File: config.mk
export PLATFORM = sky130hd
export DESIGN_NAME = lcd_command_sequencer
export DESIGN_NICKNAME = d
export VERILOG_FILES = /design/src/rtl/lcd_pkg.sv /design/src/rtl/lcd_wait_timer.sv /design/src/rtl/lcd_command_sequencer.sv
export SDC_FILE = /design/constraint.sdc
export NUM_CORES = 1
export LEC_CHECK = 0
export BUFFER_PORTS_ARGS = -buffer_cell sky130_fd_sc_hd__buf_2
export CAP_MARGIN = 0
export CORE_ASPECT_RATIO = 0.7
export CORE_MARGIN = 2
export CORE_UTILIZATION = 40
export DETAILED_ROUTE_END_ITERATION = 6
export PLACE_DENSITY = 0.58
export SLEW_MARGIN = 20
export SYNTH_ARGS = -nofsm -noshare
export SYNTH_HDL_FRONTEND = slang
export SYNTH_SLANG_ARGS = --single-unit
File: constraint.sdc
create_clock -name clk -period 2 [get_ports clk]
set_input_delay 0.3 -clock clk [delete_from_list [all_inputs] [get_ports clk]]
set_output_delay 0.3 -clock clk [all_outputs]
set_load 0.05 [all_outputs]
File: src/rtl/lcd_pkg.sv
`default_nettype none
// +--------------------------------------------------------------------------+
// | lcd_pkg : shared constants, state encoding and helper functions for the  |
// |           Spartan-3E character LCD command sequencer.                    |
// | Revision: 1.0                                                            |
// +--------------------------------------------------------------------------+
package lcd_pkg;

  // HD44780 instructions as {RS, RW, data[7:0]}
  localparam logic [9:0] FUNC_SET   = 10'h028;
  localparam logic [9:0] ENTRY_MODE = 10'h006;
  localparam logic [9:0] DISP_ON    = 10'h00C;
  localparam logic [9:0] CLEAR      = 10'h001;
  localparam logic [9:0] DDRAM_L1   = 10'h080;
  localparam logic [9:0] DDRAM_L2   = 10'h0C0;

  localparam logic [2:0] CMD_IDX_CLEAR = 3'd3;
  localparam logic [2:0] CMD_IDX_L1    = 3'd4;
  localparam logic [2:0] CMD_IDX_L2    = 3'd5;

  // Default timing at 50 MHz
  localparam int T_POWERON_DEF = 750000;
  localparam int T_4100US_DEF  = 205000;
  localparam int T_100US_DEF   = 5000;
  localparam int T_40US_DEF    = 2000;
  localparam int T_CLEAR_DEF   = 82000;
  localparam int NUM_COLS_DEF  = 16;
  localparam int WAIT_W_DEF    = 20;

  // LCD_E framing, shared with the instruction FSM
  localparam int E_SETUP_CYC = 2;
  localparam int E_HIGH_CYC  = 12;
  localparam int E_HOLD_CYC  = 1;
  localparam int E_TOTAL_CYC = E_SETUP_CYC + E_HIGH_CYC + E_HOLD_CYC;

  localparam logic [3:0] INIT_NIB_A = 4'h3;
  localparam logic [3:0] INIT_NIB_B = 4'h2;

  typedef enum logic [3:0] {
    PWR_WAIT   = 4'd0,
    INIT_NIB   = 4'd1,
    INIT_WAIT  = 4'd2,
    CMD_ISSUE  = 4'd3,
    CMD_WAIT   = 4'd4,
    CLR_WAIT   = 4'd5,
    CHAR_FETCH = 4'd6,
    CHAR_ISSUE = 4'd7,
    CHAR_WAIT  = 4'd8,
    DONE       = 4'd9
  } seq_state_e;

  function automatic logic [3:0] init_nibble(input logic [1:0] idx);
    return (idx == 2'd3) ? INIT_NIB_B : INIT_NIB_A;
  endfunction

  function automatic logic [9:0] cmd_db(input logic [2:0] idx);
    logic [9:0] r;
    case (idx)
      3'd0:    r = FUNC_SET;
      3'd1:    r = ENTRY_MODE;
      3'd2:    r = DISP_ON;
      3'd3:    r = CLEAR;
      3'd4:    r = DDRAM_L1;
      default: r = DDRAM_L2;
    endcase
    return r;
  endfunction

endpackage
`default_nettype wire

File: src/rtl/lcd_wait_timer.sv
`default_nettype none
// +--------------------------------------------------------------------------+
// | lcd_wait_timer : loadable down-counter, expired while the count is zero. |
// | Revision: 1.0                                                            |
// +--------------------------------------------------------------------------+
module lcd_wait_timer #(
  parameter int                WAIT_W    = 20,
  parameter logic [WAIT_W-1:0] RESET_VAL = '0
) (
  input  logic              clk,
  input  logic              reset,
  input  logic              load,
  input  logic [WAIT_W-1:0] load_val,
  output logic              expired
);

  logic [WAIT_W-1:0] count_q, count_d;

  always_comb begin
    count_d = count_q;
    if (load) begin
      count_d = load_val;
    end else if (count_q != '0) begin
      count_d = count_q - WAIT_W'(1);
    end
  end

  always_ff @(posedge clk or negedge reset) begin
    if (!reset) begin
      count_q <= RESET_VAL;
    end else begin
      count_q <= count_d;
    end
  end

  assign expired = (count_q == '0);

endmodule
`default_nettype wire

File: src/rtl/lcd_command_sequencer.sv
`default_nettype none
// +--------------------------------------------------------------------------+
// | lcd_command_sequencer : HD44780 power-on init, configuration and 2x16    |
// |   message issue. Optional macro LCD_SEQ_REFRESH_EN rewrites the message  |
// |   periodically from DONE.                                                |
// | Revision: 1.0                                                            |
// +--------------------------------------------------------------------------+
module lcd_command_sequencer
  import lcd_pkg::*;
#(
  parameter int T_POWERON = T_POWERON_DEF,
  parameter int T_4100US  = T_4100US_DEF,
  parameter int T_100US   = T_100US_DEF,
  parameter int T_40US    = T_40US_DEF,
  parameter int T_CLEAR   = T_CLEAR_DEF,
  parameter int NUM_COLS  = NUM_COLS_DEF,
  parameter int WAIT_W    = WAIT_W_DEF
) (
  input  logic        clk,
  input  logic        reset,
  input  logic        done,
  input  logic [7:0]  char_data,
  output logic        next_instruction,
  output logic [9:0]  db,
  output logic [11:0] clk_cnt,
  output logic [4:0]  char_addr,
  output logic        init_active,
  output logic [3:0]  init_sf_d,
  output logic        init_lcd_e,
  output logic        seq_done
);

  localparam logic [4:0] LAST_L1  = 5'(NUM_COLS - 1);
  localparam logic [4:0] START_L2 = 5'(NUM_COLS);
  localparam logic [4:0] LAST_L2  = 5'(2 * NUM_COLS - 1);

  seq_state_e  state_q, state_d;
  logic [1:0]  nib_idx_q, nib_idx_d;
  logic [3:0]  e_cnt_q, e_cnt_d;
  logic [2:0]  cmd_idx_q, cmd_idx_d;
  logic        fetch_ph_q, fetch_ph_d;
  logic        next_instr_q, next_instr_d;
  logic [9:0]  db_q, db_d;
  logic [11:0] clk_cnt_q, clk_cnt_d;
  logic [4:0]  char_addr_q, char_addr_d;
  logic        init_active_q, init_active_d;
  logic [3:0]  init_sf_d_q, init_sf_d_d;
  logic        init_lcd_e_q, init_lcd_e_d;
  logic        seq_done_q, seq_done_d;

  logic              tmr_load;
  logic [WAIT_W-1:0] tmr_val;
  logic              tmr_expired;

  lcd_wait_timer #(
    .WAIT_W    (WAIT_W),
    .RESET_VAL (WAIT_W'(T_POWERON))
  ) u_wait_timer (
    .clk      (clk),
    .reset    (reset),
    .load     (tmr_load),
    .load_val (tmr_val),
    .expired  (tmr_expired)
  );

  function automatic logic [WAIT_W-1:0] init_wait_len(input logic [1:0] idx);
    logic [WAIT_W-1:0] r;
    case (idx)
      2'd0:    r = WAIT_W'(T_4100US);
      2'd1:    r = WAIT_W'(T_100US);
      default: r = WAIT_W'(T_40US);
    endcase
    return r;
  endfunction

  always_comb begin
    state_d       = state_q;
    nib_idx_d     = nib_idx_q;
    e_cnt_d       = e_cnt_q;
    cmd_idx_d     = cmd_idx_q;
    fetch_ph_d    = fetch_ph_q;
    next_instr_d  = 1'b0;
    db_d          = db_q;
    clk_cnt_d     = clk_cnt_q;
    char_addr_d   = char_addr_q;
    init_active_d = init_active_q;
    seq_done_d    = seq_done_q;
    tmr_load      = 1'b0;
    tmr_val       = '0;

    case (state_q)
      PWR_WAIT: begin
        if (tmr_expired) begin
          state_d   = INIT_NIB;
          nib_idx_d = 2'd0;
          e_cnt_d   = 4'd0;
        end
      end
      INIT_NIB: begin
        if (e_cnt_q == 4'(E_TOTAL_CYC - 1)) begin
          state_d  = INIT_WAIT;
          tmr_load = 1'b1;
          tmr_val  = init_wait_len(nib_idx_q);
        end else begin
          e_cnt_d = e_cnt_q + 4'd1;
        end
      end
      INIT_WAIT: begin
        if (tmr_expired) begin
          if (nib_idx_q != 2'd3) begin
            nib_idx_d = nib_idx_q + 2'd1;
            e_cnt_d   = 4'd0;
            state_d   = INIT_NIB;
          end else begin
            init_active_d = 1'b0;
            cmd_idx_d     = 3'd0;
            state_d       = CMD_ISSUE;
          end
        end
      end
      CMD_ISSUE: begin
        db_d         = cmd_db(cmd_idx_q);
        next_instr_d = 1'b1;
        clk_cnt_d    = 12'd0;
        state_d      = CMD_WAIT;
      end
      CMD_WAIT: begin
        clk_cnt_d = (clk_cnt_q == 12'hFFF) ? clk_cnt_q : clk_cnt_q + 12'd1;
        if (done) begin
          case (cmd_idx_q)
            CMD_IDX_CLEAR: begin
              state_d  = CLR_WAIT;
              tmr_load = 1'b1;
              tmr_val  = WAIT_W'(T_CLEAR);
            end
            CMD_IDX_L1: begin
              char_addr_d = 5'd0;
              fetch_ph_d  = 1'b0;
              state_d     = CHAR_FETCH;
            end
            CMD_IDX_L2: begin
              char_addr_d = START_L2;
              fetch_ph_d  = 1'b0;
              state_d     = CHAR_FETCH;
            end
            default: begin
              cmd_idx_d = cmd_idx_q + 3'd1;
              state_d   = CMD_ISSUE;
            end
          endcase
        end
      end
      CLR_WAIT: begin
        if (tmr_expired) begin
          cmd_idx_d = cmd_idx_q + 3'd1;
          state_d   = CMD_ISSUE;
        end
      end
      CHAR_FETCH: begin
        // First cycle presents the address; the ROM answers one cycle later.
        if (!fetch_ph_q) begin
          fetch_ph_d = 1'b1;
        end else begin
          fetch_ph_d = 1'b0;
          db_d       = {2'b10, char_data};
          state_d    = CHAR_ISSUE;
        end
      end
      CHAR_ISSUE: begin
        next_instr_d = 1'b1;
        clk_cnt_d    = 12'd0;
        state_d      = CHAR_WAIT;
      end
      CHAR_WAIT: begin
        clk_cnt_d = (clk_cnt_q == 12'hFFF) ? clk_cnt_q : clk_cnt_q + 12'd1;
        if (done) begin
          if (char_addr_q == LAST_L1) begin
            cmd_idx_d = CMD_IDX_L2;
            state_d   = CMD_ISSUE;
          end else if (char_addr_q == LAST_L2) begin
            seq_done_d = 1'b1;
            state_d    = DONE;
`ifdef LCD_SEQ_REFRESH_EN
            tmr_load   = 1'b1;
            tmr_val    = WAIT_W'(T_POWERON);
`endif
          end else begin
            char_addr_d = char_addr_q + 5'd1;
            fetch_ph_d  = 1'b0;
            state_d     = CHAR_FETCH;
          end
        end
      end
      DONE: begin
`ifdef LCD_SEQ_REFRESH_EN
        // Rewrite only the message; the panel keeps its configuration.
        if (tmr_expired) begin
          seq_done_d = 1'b0;
          cmd_idx_d  = CMD_IDX_L1;
          state_d    = CMD_ISSUE;
        end
`else
        state_d = DONE;
`endif
      end
      default: begin
        state_d = PWR_WAIT;
      end
    endcase

    init_sf_d_d  = (state_d == INIT_NIB) ? init_nibble(nib_idx_d) : init_sf_d_q;
    init_lcd_e_d = (state_d == INIT_NIB) &&
                   (e_cnt_d >= 4'(E_SETUP_CYC)) &&
                   (e_cnt_d < 4'(E_SETUP_CYC + E_HIGH_CYC));
  end

  always_ff @(posedge clk or negedge reset) begin
    if (!reset) begin
      state_q       <= PWR_WAIT;
      nib_idx_q     <= 2'd0;
      e_cnt_q       <= 4'd0;
      cmd_idx_q     <= 3'd0;
      fetch_ph_q    <= 1'b0;
      next_instr_q  <= 1'b0;
      db_q          <= 10'd0;
      clk_cnt_q     <= 12'd0;
      char_addr_q   <= 5'd0;
      init_active_q <= 1'b1;
      init_sf_d_q   <= 4'd0;
      init_lcd_e_q  <= 1'b0;
      seq_done_q    <= 1'b0;
    end else begin
      state_q       <= state_d;
      nib_idx_q     <= nib_idx_d;
      e_cnt_q       <= e_cnt_d;
      cmd_idx_q     <= cmd_idx_d;
      fetch_ph_q    <= fetch_ph_d;
      next_instr_q  <= next_instr_d;
      db_q          <= db_d;
      clk_cnt_q     <= clk_cnt_d;
      char_addr_q   <= char_addr_d;
      init_active_q <= init_active_d;
      init_sf_d_q   <= init_sf_d_d;
      init_lcd_e_q  <= init_lcd_e_d;
      seq_done_q    <= seq_done_d;
    end
  end

  assign next_instruction = next_instr_q;
  assign db               = db_q;
  assign clk_cnt          = clk_cnt_q;
  assign char_addr        = char_addr_q;
  assign init_active      = init_active_q;
  assign init_sf_d        = init_sf_d_q;
  assign init_lcd_e       = init_lcd_e_q;
  assign seq_done         = seq_done_q;

endmodule
`default_nettype wire

After elaboration in Yosys (flattened, before gate mapping)
Index checks and enable logic that the tools add are counted.

Register bits after elaboration: 69. Output and inout port bits: 35.

Add/sub/neg operators: 6. Magnitude comparators: 2. Equal/unequal tests: 35. Muxes and demuxes: 60. Bitwise logic cells: 2. Reductions and logical operators: 24.

Operators by type and width (count): one-hot mux 18 bit (2 select lines) (2); two-way mux 4 bit (13); two-way mux 20 bit (2); one-hot mux 4 bit (10 select lines) (1); one-hot mux 8 bit (5 select lines) (1); two-way mux 17 bit (2); != test 2 bit, second input constant (13); one-hot mux 12 bit (2 select lines) (1); two-way mux 3 bit (7); zero test 20 bit (1); two-way mux 5 bit (4); one-hot mux 10 bit (2 select lines) (1); one-hot mux 5 bit (2 select lines) (2); nonzero test 20 bit (1); subtractor 20 x 1 -> 20 bit, second input constant (1); two-way mux 18 bit (1); equality test 4 x 3 -> 1 bit, second input constant (4); adder 12 x 1 -> 12 bit, second input constant (1); equality test 12 bit, second input constant (1); equality test 4 bit, second input constant (3); two-way mux 12 bit (1); one-hot mux 3 bit (4 select lines) (1); one-hot mux 4 bit (3 select lines) (1); AND reduction 6 bit (2); 37 further kinds (62).

Depth between registers and ports, before layout
Gate-level depths: netlist (run 1).

Depth after elaboration: 8. Depth in mapped cells: 9. Mapped depth without buffers: 8.

By module
Synthesis (run 1) repeated with hierarchy kept, for this count alone.

Cell total of the unflattened synthesis: 419. Area, all modules: 3985.1 um^2.

By module, submodules not included: lcd_command_sequencer (instances 1, cells an instance 292, area an instance 2787.7 um^2, seq. area each 1152.4 um^2); lcd_wait_timer (instances 1, cells an instance 127, area an instance 1197.4 um^2, seq. area each 513.0 um^2).

Least setup slack after synthesis (run 1)
No wires, ideal clock.

Path kind: register to register. Start point: register char_addr_q[0], in the netlist char_addr[0]. End point: register state_q[0]. Arrival: 1.989 ns. Required time: 1.861 ns. Setup slack: -0.127 ns. Cell stages (with the launch flop): 7. Buffers on the path: 0. Clock period less this slack: 2.127 ns. Path through: dfrtp_1 -> ha_1 -> and3_1 -> ha_1 -> o21ai_0 -> a21oi_1 -> or4_1.

Cells in the longest elaborated chain, start to end: 5.

Ends and longest elaborated chain: from (decl) (RTL line lcd_command_sequencer.sv:45) `logic [4:0] char_addr_q, char_addr_d;`; from (signal assigned) (RTL line lcd_command_sequencer.sv:241) `char_addr_q <= char_addr_d;`; equality test 5 bit (RTL line lcd_command_sequencer.sv:180) `end else if (char_addr_q == LAST_L2) begin`; two-way mux 4 bit (RTL line lcd_command_sequencer.sv:180); two-way mux 4 bit * (RTL line lcd_command_sequencer.sv:177) `if (char_addr_q == LAST_L1) begin`; two-way mux 4 bit * (RTL line lcd_command_sequencer.sv:176) `if (done) begin`; one-hot mux 4 bit (10 select lines) * (RTL line lcd_command_sequencer.sv:91) `case (state_q)`; named net state_d[0] (RTL line lcd_command_sequencer.sv:37) `seq_state_e state_q, state_d;`; to (signal assigned) (RTL line lcd_command_sequencer.sv:233) `state_q <= state_d;`; to (decl) (RTL line lcd_command_sequencer.sv:37).

The timed path passes the listed nets; every way through them passes the cells marked *. A chain may end at the register's enable or synchronous reset.

Worst setup path after layout (run 1)
Start point: register u_wait_timer.count_q[12]. End point: register init_sf_d_q[0], in the netlist init_sf_d[0].

Cells in the longest elaborated chain, start to end: 5.

Ends and longest elaborated chain: from (decl) (RTL line lcd_wait_timer.sv:17) `logic [WAIT_W-1:0] count_q, count_d;`; from (signal assigned) (RTL line lcd_wait_timer.sv:32) `count_q <= count_d;`; zero test 20 bit * (RTL line lcd_wait_timer.sv:36) `assign expired = (count_q == '0);`; two-way mux 2 bit (on tied branches) (RTL line lcd_command_sequencer.sv:109, lcd_command_sequencer.sv:93); one-hot mux 2 bit (2 select lines) (RTL line lcd_command_sequencer.sv:91); equality test 2 bit (RTL line lcd_pkg.sv:53) `return (idx == 2'd3) ? INIT_NIB_B : INIT_NIB_A;`; two-way mux 1 bit (RTL line lcd_pkg.sv:53); to (signal assigned) (RTL line lcd_command_sequencer.sv:243) `init_sf_d_q <= init_sf_d_d;`; to (decl) (RTL line lcd_command_sequencer.sv:47) `logic [3:0] init_sf_d_q, init_sf_d_d;`.

Every way passes the cells marked *; elsewhere a longest branch is shown, timed or not.

==> out/qor.tcl, run 1 <==
set qor(detail_route.first_pass.iterations) 5
set qor(synth_area_leader_cell) {sky130_fd_sc_hd__dfrtp_1}
set qor(yosysTopAreaCellShare_pct) 35.20
set qor(place.port_buffers) 42
set qor(initial_utilization_pct) 40.69
set qor(netlist_instances) 421
set qor(worst_path_largest_cell_delay_ns) 0.54
set qor(routed_wl_um) 11010
set qor(status) {finished, violations left}
set qor(via_to_cell_ratio) 5.434
set qor(ys_top_cells_by_area) {sky130_fd_sc_hd__dfrtp_1 (35%), sky130_fd_sc_hd__dfstp_2 (7.4%), sky130_fd_sc_hd__ha_1 (4.2%)}
set qor(chipWidth_um) 122.2
set qor(syn_avg_cell_area_um2) 9.287
set qor(most_used_standard_cells_in_the_synthesized_netlist) {sky130_fd_sc_hd__dfrtp_1 (55), sky130_fd_sc_hd__nand2_1 (39), sky130_fd_sc_hd__nor2_1 (36)}
set qor(final_min_period_over_clock_period_pct) 101.6
set qor(cts_max_level) 3
set qor(setup.worst_path.end_class) {register}
set qor(regToRegEndpoint) {init_sf_d[0]$_DFFE_PN0N_}
set qor(path_max_fanout) 5
set qor(clock_tree.buffer_depth) 2
set qor(routed_wire_length_per_instance_um) 16.48
set qor(post_route_cells_drive_above_1_share_pct) 35.56
set qor(synth_enable_flop_cells) 0
set qor(place_inst) 648
set qor(ys_warn_count) 0
set qor(min_to) {db[3]$_DFFE_PN0P_}
set qor(rsz_0062_raised_after_global_routing) {yes}
set qor(n_fill_cell) 885
set qor(violations) {negative setup slack}
set qor(worst_r2r_startpoint) {u_wait_timer.count_q[12]$_DFFE_PN1P_}
set qor(clock-root-buffer) {sky130_fd_sc_hd__clkbuf_16}
set qor(final.min_clock_period_ns) 2.032
set qor(timing.setup.critical_path_class) {register to register}
set qor(max_cap_viol_count) 0
set qor(antenna_found_initial) 0
set qor(insertedDiodeCount) 0
set qor(grt_use_total_pct) 21.66
set qor(multiInputGateArea_um2) 2248
set qor(design.core.area_um2) 9609
set qor(vias) 3630
set qor(final_core_utilization_pct) 54.75
set qor(grt_overflow) 0
set qor(worstHoldPathType) {input port to register}
set qor(syn_to_final_growth_pct) 34.56
set qor(die_height_um) 86.72
set qor(worstPathArrival_ns) 2.23
set qor(seqCellArea_um2) 1670
set qor(worst_hold_slack_ns) 0.1684
set qor(number_of_violations_reported_at_the_end_of_detailed_routing_iteration_0) 306
set qor(r2r.worst_path.cells) 5
set qor(final_standard_cell_count_with_taps_included_and_fillers_excluded) 668
set qor(sequential_element_share_of_the_synthesized_area_pct) 42.59
set qor(min_from) {char_data[3]}
set qor(setup_viol_count_final) 2
set qor(die_area_um2) 10590
set qor(row_count) 30
set qor(synth_most_common_cell) {sky130_fd_sc_hd__dfrtp_1}
set qor(gpl.final_weighted_congestion) 0.8473
set qor(worst_ir_drop_vdd_v) 0.0004203
set qor(route.detailed.drc) 0
set qor(postRouteAntennaNets) 0
set qor(clk_transition_reported_paths_ns) 0.06
set qor(fin_setup_tns_ns) -0.06404
set qor(numClockSinks) 66
set qor(place_hpwl_um) 8155
set qor(grt_pass1_wl_um) 17590
set qor(min_delay_path_depth) 3
set qor(ff2ff_setup_slack_ns) -0.03
set qor(worst_slew_margin_rel_pct) 57.48
set qor(boundaryPins) 46
set qor(ys_ff_latch) 66
set qor(power.density_nw_per_um2) 565.9
set qor(crit_path_cell_trace) {or4_4 -> and4bb_4 -> and4b_1 -> mux2i_1 -> a31oi_1}
set qor(synth_async_sr_flop_share_pct) 100.0
set qor(achievable_freq_ghz) 0.4921
set qor(slowest_stage_cell_cp) {sky130_fd_sc_hd__or4_4}
set qor(clk_latency_ns) 0.34
set qor(cts_tree) {done}
set qor(synth.distinct_cells) 71
set qor(synth.cell_area_um2) 3910
set qor(setup_ws_ns) -0.03227
set qor(cts_buffers) 9
set qor(critPathRequiredTime_ns) 2.20
set qor(fin_worst_skew_ns) 0.01037
set qor(crit_family) {simple AND/OR/NAND/NOR gates}
set qor(final_hold_viol_count) 0
set qor(via_count_of_the_first_global_routing_pass) 3416
set qor(final_net_count) 559
set qor(timing.final.max_slew_violations) 0
set qor(ys_dominant_reg_cell) {sky130_fd_sc_hd__dfrtp_1}
set qor(maximum_number_of_pins_on_one_net_before_global_route_repair) 67
set qor(worst-path-buf-inv) 0
set qor(power_leakage_nw) 2.402
set qor(tightestPinTransition_ns) 0.6350
set qor(timing.critical_path.from_type) {register}
registers in the layout, indices dropped and copies added, names as in the netlist:
name / flops
char_addr: 5
clk_cnt: 12
cmd_idx_q: 3
db: 9
e_cnt_q: 4
fetch_ph_q: 1
init_active: 1
init_lcd_e: 1
init_sf_d: 2
next_instruction: 1
nib_idx_q: 2
seq_done: 1
state_q: 4
u_wait_timer.count_q: 20
metal layers:
layer  up-vias  track usage (%)  wire length [um]
met5         -                0                 0
met4         0            6.792               144
met3        13            4.868               554
met2        90            28.44              4312
met1      1753            34.47              5994
li1       1774                -                 -
cell families (layout without fill, tap and decap cells):
logic type	Yosys count	count (layout)	synth area share, %
adders and majority gates	13	13	4.160
buffers and inverters	38	155	4.256
other	1	3	0.09591
xor gates and xnor gates	19	19	4.256
AOI/OAI and AO/OA	105	105	18.53
and+or+nand+nor	170	170	23.81
muxes	9	9	2.304
DFF	66	66	42.59
power breakdown:
group | switching (mW) | total [mW] | internal [mW]
clock network | 0.571 | 1.57 | 0.997
logic | 0.0521 | 0.0699 | 0.0178
registers | 0.000601 | 1.34 | 1.34
layout by cell type, fill, tap and decap left out, drive strengths merged, types with 13 or more instances in the layout:
master	instances
inv	18
clkbuf	13
nand3	20
a21oi	23
ha	13
buf	120
xnor2	13
nand2	40
o21ai	23
dfrtp	55
nor2	36
what timing repair did:
action,4_1_cts,5_1_grt
pin swaps,2,12
hold buffers,1,0
gates resized for setup,11,29
buffers inserted,0,3
hold endpoints to repair,44,0
setup endpoints to repair,23,40
final cells by class:
class	instances	share of cell area (%)
clock inverters	3	0.8086
clock buffers	13	4.756
repair buffers	121	15.62
inverters	18	1.284
well taps	128	3.044
multi-input cells	319	42.73
flip-flops and latches	66	31.75
per-stage QoR:
stage	total power, mW	cell area, um^2	setup WS, ns
after CTS	3.029	5147	-0.05640
after global routing	3.090	5261	-0.08151
final	2.977	5261	-0.03227
after floorplan	1.391	3929	-0.04617
after global placement	1.432	4778	-0.06773
after detailed placement	1.432	4778	-0.1481
worst min-delay path, stage by stage:
cell	delay [ns]
sky130_fd_sc_hd__buf_2	0.07
sky130_fd_sc_hd__nand2_1	0.04
sky130_fd_sc_hd__nand3_1	0.05
worst max-delay path by stage:
stage	cells after the start	slack (ns)	to	startpoint
floorplan	7	-0.05	init_sf_d[0]$_DFFE_PN0N_	u_wait_timer.count_q[9]$_DFFE_PN0P_
global placement	8	-0.07	u_wait_timer.count_q[3]$_DFFE_PN0P_	u_wait_timer.count_q[0]$_DFFE_PN0P_
detailed placement	8	-0.15	u_wait_timer.count_q[3]$_DFFE_PN0P_	u_wait_timer.count_q[0]$_DFFE_PN0P_
CTS	5	-0.06	u_wait_timer.count_q[19]$_DFFE_PN1P_	u_wait_timer.count_q[14]$_DFFE_PN1P_
global route	5	-0.08	init_sf_d[0]$_DFFE_PN0N_	u_wait_timer.count_q[12]$_DFFE_PN1P_
finish	5	-0.03	init_sf_d[0]$_DFFE_PN0N_	u_wait_timer.count_q[12]$_DFFE_PN1P_
No activity file was read; power rests on OpenSTA's default activity.
==> run 2: changes to the inputs <==
--- a/config.mk
+++ b/config.mk
@@ -12,6 +12,7 @@
 export CORE_UTILIZATION = 40
 export DETAILED_ROUTE_END_ITERATION = 6
 export PLACE_DENSITY = 0.58
+export SETUP_SLACK_MARGIN = 0.02
 export SLEW_MARGIN = 20
 export SYNTH_ARGS = -nofsm -noshare
 export SYNTH_HDL_FRONTEND = slang
==> run 2 against run 1 <==
Effect of this change: the flow still finishes with violations (negative setup slack); clock skew decreased by 0.0033 ns; clock power grew 3%; sequential share of layout area decreased by 0.51 points; die area is the same; routed wire length rose by 1.7%; first-iteration DRC count decreased by 2.9%; flip-flop and latch count unchanged; non-clock buffer count is 4 higher; maximum frequency down 0.94%; critical path type unchanged; largest cell class unchanged.
==> out/qor.tcl, run 2 (synthesized netlist as in run 1, its figures left out) <==
set qor(clock-root-buffer) {sky130_fd_sc_hd__clkbuf_16} ;# unchanged
set qor(top_register) {u_wait_timer.count_q} ;# unchanged
set qor(timing.final.max_slew_violations) 0 ;# unchanged
set qor(ff2ff_setup_slack_ns) -0.05 ;# was -0.03 ns
set qor(setup.worst_path.end_class) {register} ;# unchanged
set qor(clock_tree.buffer_depth) 2 ;# unchanged
set qor(final_hold_viol_count) 0 ;# unchanged
set qor(design.core.area_um2) 9609 ;# unchanged
set qor(maximum_number_of_pins_on_one_net_before_global_route_repair) 39 ;# was 67
set qor(antenna_found_initial) 0 ;# unchanged
set qor(syn_to_final_growth_pct) 36.54 ;# was 34.56%
set qor(row_count) 30 ;# unchanged
set qor(fin_setup_tns_ns) -0.1497 ;# was -0.06404 ns
set qor(chipWidth_um) 122.2 ;# unchanged
set qor(grt_overflow) 0 ;# unchanged
set qor(final_standard_cell_count_with_taps_included_and_fillers_excluded) 672 ;# was 668
set qor(power.density_nw_per_um2) 566.4 ;# was 565.9 nW/um^2
set qor(setup_ws_ns) -0.05153 ;# was -0.03227 ns
set qor(routed-wl-met3_um) 680 ;# was 554 um
set qor(met1Wirelength_um) 5849 ;# was 5994 um
set qor(status) {finished, violations left} ;# unchanged
set qor(timing.setup.critical_path_class) {register to register} ;# unchanged
set qor(die_height_um) 86.72 ;# unchanged
set qor(seqCellArea_um2) 1668 ;# was 1670 um^2
set qor(worst_ir_drop_vdd_v) 0.0004193 ;# was 0.0004203 V
set qor(layout.cells.most_common) {sky130_fd_sc_hd__buf_4} ;# unchanged
set qor(detail_route.first_pass.iterations) 4 ;# was 5
set qor(via_count_of_the_first_global_routing_pass) 3604 ;# was 3,416
set qor(timing.critical_path.from_type) {register} ;# unchanged
set qor(worst_hold_slack_ns) 0.1712 ;# was 0.1684 ns
set qor(cts_max_level) 3 ;# unchanged
set qor(fin_worst_skew_ns) 0.007108 ;# was 0.01037 ns
set qor(achievable_freq_ghz) 0.4874 ;# was 0.4921 GHz
set qor(top_library_cells_by_usage_in_the_layout_fill_and_taps_aside) {sky130_fd_sc_hd__buf_4 (75), sky130_fd_sc_hd__dfrtp_1 (53), sky130_fd_sc_hd__buf_2 (42)} ;# was sky130_fd_sc_hd__buf_4 (76), sky130_fd_sc_hd__dfrtp_1 (51), sky130_fd_sc_hd__buf_2 (42)
set qor(worstHoldPathType) {input port to register} ;# unchanged
set qor(path_max_fanout) 5 ;# unchanged
set qor(via_to_cell_ratio) 5.515 ;# was 5.434
set qor(numClockSinks) 66 ;# unchanged
set qor(cts_buffers) 9 ;# unchanged
set qor(postRouteAntennaNets) 0 ;# unchanged
set qor(routed_wl_um) 11190 ;# was 11,010 um
set qor(place.port_buffers) 42 ;# unchanged
set qor(place_inst) 649 ;# was 648
set qor(power_leakage_nw) 2.446 ;# was 2.402 nW
set qor(cts_tree) {done} ;# unchanged
set qor(multiInputGateArea_um2) 2273 ;# was 2248 um^2
set qor(insertedDiodeCount) 0 ;# unchanged
set qor(final_net_count) 563 ;# was 559
set qor(final_cell_area_um2) 5339 ;# was 5261 um^2
set qor(route.detailed.drc) 0 ;# unchanged
set qor(tightestPinTransition_ns) 0.5893 ;# was 0.6350 ns
set qor(grt_use_total_pct) 22.46 ;# was 21.66%
set qor(maxUsedRoutingLayer) {met4} ;# unchanged
set qor(n_fill_cell) 900 ;# was 885
set qor(vias) 3706 ;# was 3,630
set qor(clk_latency_ns) 0.34 ;# about the same
set qor(place_hpwl_um) 8327 ;# was 8155 um
set qor(gpl.final_weighted_congestion) 0.8530 ;# was 0.8473
set qor(critPathRequiredTime_ns) 2.21 ;# was 2.20 ns
set qor(largest_register_ff_count) 20 ;# unchanged
set qor(worstPathArrival_ns) 2.26 ;# was 2.23 ns
set qor(final.min_clock_period_ns) 2.052 ;# was 2.032 ns
set qor(initial_utilization_pct) 40.69 ;# unchanged
set qor(max_cap_viol_count) 0 ;# unchanged
set qor(grt_pass1_wl_um) 18370 ;# was 17,590 um
set qor(fin_total_pwr_mw) 3.024 ;# was 2.977 mW
set qor(final_min_period_over_clock_period_pct) 102.6 ;# was 101.6%
set qor(detailroute.wirelength.met2_um) 4557 ;# was 4312 um
set qor(rsz_0062_raised_after_global_routing) {yes} ;# unchanged
set qor(violations) {negative setup slack} ;# unchanged
set qor(placed_cell_area_um2) 4790 ;# was 4778 um^2
set qor(post_route_cells_drive_above_1_share_pct) 36.03 ;# was 35.56%
set qor(setup_viol_count_final) 7 ;# was 2
set qor(die_area_um2) 10590 ;# unchanged
set qor(number_of_violations_reported_at_the_end_of_detailed_routing_iteration_0) 297 ;# was 306
set qor(worst_slew_margin_rel_pct) 60.54 ;# was 57.48%
set qor(clk_transition_reported_paths_ns) 0.06 ;# about the same
set qor(routed_wire_length_per_instance_um) 16.65 ;# was 16.48 um
set qor(boundaryPins) 46 ;# unchanged
## run 2: cell types whose count changed in the layout (fill, tap and decap cells not counted), sizes merged
| cell | before | now |
|---|---|---|
| buf | 120 | 124 |
| clkbuf | 13 | 14 |
| clkinvlp | 1 | 0 |
## run 2: cell type report
cell class                 instances  area share (%)
clock buffer                      14           4.945
clock inverter                     2          0.6562
inverter                          18           1.266
multi-input combinational        319           42.58
sequential                        66           31.24
tap                              128           3.000
timing repair buffer             125           16.31
## run 2: path summary, 6_finish.rpt
path                                                 startpoint                                   to  cells after the start
setup / recovery           u_wait_timer.count_q[14]$_DFFE_PN1P_             init_sf_d[0]$_DFFE_PN0N_                      5
hold / removal                                     char_data[3]                    db[3]$_DFFE_PN0P_                      3
setup reg to reg           u_wait_timer.count_q[14]$_DFFE_PN1P_             init_sf_d[0]$_DFFE_PN0N_                      5
hold reg to reg                            seq_done$_DFFE_PN0P_                 seq_done$_DFFE_PN0P_                      1
max in group asynchronous                                 reset  u_wait_timer.count_q[5]$_DFFE_PN1P_                      3
min in group asynchronous                                 reset             char_addr[3]$_DFFE_PN0P_                      2
## run 2: per-layer routing
metal / track usage (%) / vias up
met2: 30.37 / 113
li1: - / 1776
met3: 5.789 / 12
met1: 35.04 / 1805
met5: 0 / -
met4: 5.643 / 0
## run 2: where the power goes
group          total, mW  switching (mW)  internal (mW)
registers           1.34        0.000715           1.34
clock network       1.61           0.580           1.03
logic             0.0729          0.0539         0.0191
total               3.02           0.634           2.39
## run 2: worst max-delay path, stage by stage, from the launching register on
cell and delay, ns:
sky130_fd_sc_hd__dfstp_2 0.38, sky130_fd_sc_hd__or4_4 0.54, sky130_fd_sc_hd__and4bb_4 0.45, sky130_fd_sc_hd__and4b_1 0.27
sky130_fd_sc_hd__mux2i_1 0.19, sky130_fd_sc_hd__a31oi_1 0.09
## run 2: through the flow
stage               worst slack, ns  util (%)
floorplan                  -0.04617         -
global route                -0.1046     55.56
finish                     -0.05153     55.56
global placement           -0.09045     49.84
CTS                        -0.05332     53.89
detailed placement          -0.2550     49.84
## run 2: repair_timing
action,in CTS,in global routing
resized for setup,16,38
pin swaps,5,9
hold buffers,1,0
setup endpoints to repair,28,40
endpoints found under the hold margin,12,0
buffers inserted,3,3
==> run 3: changes to the inputs <==
==> constraint.sdc (replaced) <==
create_clock -name clk -period 2 [get_ports clk]
set_input_delay 0.3 -clock clk [delete_from_list [all_inputs] [get_ports clk]]
set_output_delay 0.3 -clock clk [all_outputs]
set_load 0.1 [all_outputs]
==> run 3 against run 2 <==
Effect of this change: the run still ends with negative setup slack left; core utilization up 0.64 points; highest routed layer unchanged; clock power down 9%; hold slack better by 0.0059 ns; maximum frequency down 1.3%; clock skew down 0.0016 ns; sequential share of layout area up 0.18 points; first-iteration DRC count down 15%; count of clock-buffer cells in the layout down 1; flip-flop and latch count unchanged.
==> out/qor.tcl, run 3 (synthesized netlist as in run 1, its figures left out) <==
set qor(status) {finished, violations left} ;# unchanged
set qor(violations) {negative setup slack} ;# unchanged
set qor(grt_use_total_pct) 21.53 ;# was 22.46%
set qor(number_of_violations_reported_at_the_end_of_detailed_routing_iteration_0) 253 ;# was 297
set qor(worst_r2r_startpoint) {u_wait_timer.count_q[14]$_DFFE_PN1P_} ;# unchanged
set qor(fin_worst_skew_ns) 0.005518 ;# was 0.007108 ns
set qor(layout.cells.most_common) {sky130_fd_sc_hd__buf_4} ;# unchanged
set qor(r2r.worst_path.cells) 5 ;# unchanged
set qor(power.density_nw_per_um2) 536.9 ;# was 566.4 nW/um^2
set qor(ff2ff_setup_slack_ns) -0.08 ;# was -0.05 ns
set qor(row_count) 30 ;# unchanged
set qor(postRouteAntennaNets) 0 ;# unchanged
set qor(route.detailed.drc) 0 ;# unchanged
set qor(clock-root-buffer) {sky130_fd_sc_hd__clkbuf_16} ;# unchanged
set qor(via_count_of_the_first_global_routing_pass) 3457 ;# was 3,604
set qor(use_met3_pct) 5.461 ;# was 5.789%
set qor(cts_max_level) 3 ;# unchanged
set qor(routed_wl_um) 11200 ;# was 11,190 um
set qor(clk_transition_reported_paths_ns) 0.06 ;# about the same
set qor(setup.worst_path.end_class) {register} ;# unchanged
set qor(tightestPinTransition_ns) 0.5831 ;# was 0.5893 ns
set qor(busiest_layer) {met1} ;# unchanged
set qor(insertedDiodeCount) 0 ;# unchanged
set qor(use_met2_pct) 28.29 ;# was 30.37%
set qor(worst_slew_margin_rel_pct) 61.13 ;# was 60.54%
set qor(critPathRequiredTime_ns) 2.21 ;# about the same
set qor(timing.final.max_slew_violations) 0 ;# unchanged
set qor(final_net_count) 566 ;# was 563
set qor(power_leakage_nw) 2.428 ;# was 2.446 nW
set qor(final_core_utilization_pct) 56.20 ;# was 55.56%
set qor(met1_usage_pct) 34.35 ;# was 35.04%
set qor(vias) 3694 ;# was 3,706
set qor(cts_buffers) 9 ;# unchanged
set qor(initial_utilization_pct) 40.69 ;# unchanged
set qor(final_min_period_over_clock_period_pct) 103.9 ;# was 102.6%
set qor(die_area_um2) 10590 ;# unchanged
set qor(place_inst) 649 ;# unchanged
set qor(regToRegEndpoint) {init_sf_d[0]$_DFFE_PN0N_} ;# unchanged
set qor(gpl.final_weighted_congestion) 0.9049 ;# was 0.8530
set qor(setup_viol_count_final) 5 ;# was 7
set qor(final.min_clock_period_ns) 2.078 ;# was 2.052 ns
set qor(chipWidth_um) 122.2 ;# unchanged
set qor(path_max_fanout) 5 ;# unchanged
set qor(timing.critical_path.from_type) {register} ;# unchanged
set qor(grt_overflow) 0 ;# unchanged
set qor(top_library_cells_by_usage_in_the_layout_fill_and_taps_aside) {sky130_fd_sc_hd__buf_4 (81), sky130_fd_sc_hd__buf_2 (42), sky130_fd_sc_hd__nand2_1 (38), sky130_fd_sc_hd__dfrtp_1 (38), sky130_fd_sc_hd__nor2_1 (32)} ;# was sky130_fd_sc_hd__buf_4 (75), sky130_fd_sc_hd__dfrtp_1 (53), sky130_fd_sc_hd__buf_2 (42)
set qor(setup_ws_ns) -0.07828 ;# was -0.05153 ns
set qor(grt_pass1_wl_um) 17630 ;# was 18,370 um
set qor(rsz_0062_raised_after_global_routing) {yes} ;# unchanged
set qor(n_fill_cell) 888 ;# was 900
set qor(maximum_number_of_pins_on_one_net_before_global_route_repair) 26 ;# was 39
set qor(design.core.area_um2) 9609 ;# unchanged
set qor(syn_to_final_growth_pct) 38.11 ;# was 36.54%
set qor(detail_route.first_pass.iterations) 5 ;# was 4
set qor(worst_ir_drop_vdd_v) 0.0004516 ;# was 0.0004193 V
set qor(largest_register_ff_count) 20 ;# unchanged
set qor(critical_path.endpoint) {init_sf_d[0]$_DFFE_PN0N_} ;# unchanged
set qor(final_hold_viol_count) 0 ;# unchanged
set qor(max_cap_viol_count) 0 ;# unchanged
set qor(boundaryPins) 46 ;# unchanged
set qor(die_height_um) 86.72 ;# unchanged
set qor(numClockSinks) 66 ;# unchanged
set qor(timing.setup.critical_path_class) {register to register} ;# unchanged
set qor(clk_latency_ns) 0.33 ;# was 0.34 ns
set qor(place_hpwl_um) 8170 ;# was 8327 um
set qor(post_route_cells_drive_above_1_share_pct) 39.49 ;# was 36.03%
set qor(crit_start) {u_wait_timer.count_q[14]$_DFFE_PN1P_} ;# unchanged
set qor(antenna_found_initial) 0 ;# unchanged
set qor(routed_wire_length_per_instance_um) 16.60 ;# was 16.65 um
set qor(worstHoldPathType) {input port to register} ;# unchanged
set qor(top_register) {u_wait_timer.count_q} ;# unchanged
set qor(final_standard_cell_count_with_taps_included_and_fillers_excluded) 675 ;# was 672
set qor(clock_tree.buffer_depth) 2 ;# unchanged
set qor(worstPathArrival_ns) 2.29 ;# was 2.26 ns
set qor(place.port_buffers) 42 ;# unchanged
set qor(achievable_freq_ghz) 0.4812 ;# was 0.4874 GHz
set qor(cts_tree) {done} ;# unchanged
set qor(via_to_cell_ratio) 5.473 ;# was 5.515
set qor(placement.setup.worst_slack_ns) -0.1056 ;# was -0.2550 ns
run 3: layout make-up:
class,count,area (um^2),share of cell area (%)
Multi-Input combinational cell,319,2318,42.93
Sequential cell,66,1697,31.42
Timing Repair Buffer,128,882.1,16.33
Clock buffer,13,260.3,4.819
Tap cell,128,160.2,2.966
Inverter,18,67.56,1.251
Clock inverter,3,15.01,0.2780
run 3: power by group:
part,switching (mW),internal [mW]
sequential,0.00111,1.34
clock,0.569,0.900
combinational,0.0699,0.0195
run 3: per-stage QoR:
step                      TNS, ns  power, mW  hold WS (ns)  cell area (um^2)
after floorplan           -0.2267      1.409      0.004409              3988
after global placement    -0.6013      1.451        0.3346              4845
after detailed placement  -0.8829      1.452        0.3363              4845
after CTS                 -0.1619      2.926        0.1764              5192
after global routing      -0.6238      2.999        0.1945              5400
final                     -0.1480      2.899        0.1771              5400
run 3: what timing repair did:
| action | in CTS | in global routing |
|---|---|---|
| hold endpoints to repair | 22 | 0 |
| endpoints found under the setup margin | 24 | 42 |
| pin swaps | 5 | 16 |
| hold buffers | 1 | 0 |
| gates resized for setup | 8 | 39 |
| buffers inserted | 1 | 8 |
run 3: worst min path at each step:
stage	depth (start not counted)	start	slack, ns	end
after floorplan	0	reset	0.004	char_addr[2]$_DFFE_PN0P_
after global placement	1	reset	0.33	init_sf_d[1]$_DFFE_PN0N_
after detailed placement	1	reset	0.34	init_sf_d[1]$_DFFE_PN0N_
after CTS	3	char_data[3]	0.18	db[3]$_DFFE_PN0P_
after global routing	3	char_data[3]	0.19	db[3]$_DFFE_PN0P_
final	3	char_data[3]	0.18	db[3]$_DFFE_PN0P_
run 3: per-layer routing:
layer	vias up	share of wire, %
met5	-	0
met4	0	1.2
met3	14	7.3
met2	146	39
met1	1743	52
li1	1791	-
run 3: critical path: stages (launching register included):
cell and delay, ns:
sky130_fd_sc_hd__dfstp_2 0.39, sky130_fd_sc_hd__or4_4 0.56, sky130_fd_sc_hd__and4bb_4 0.41, sky130_fd_sc_hd__and4b_2 0.29
sky130_fd_sc_hd__mux2i_1 0.21, sky130_fd_sc_hd__a31oi_1 0.10
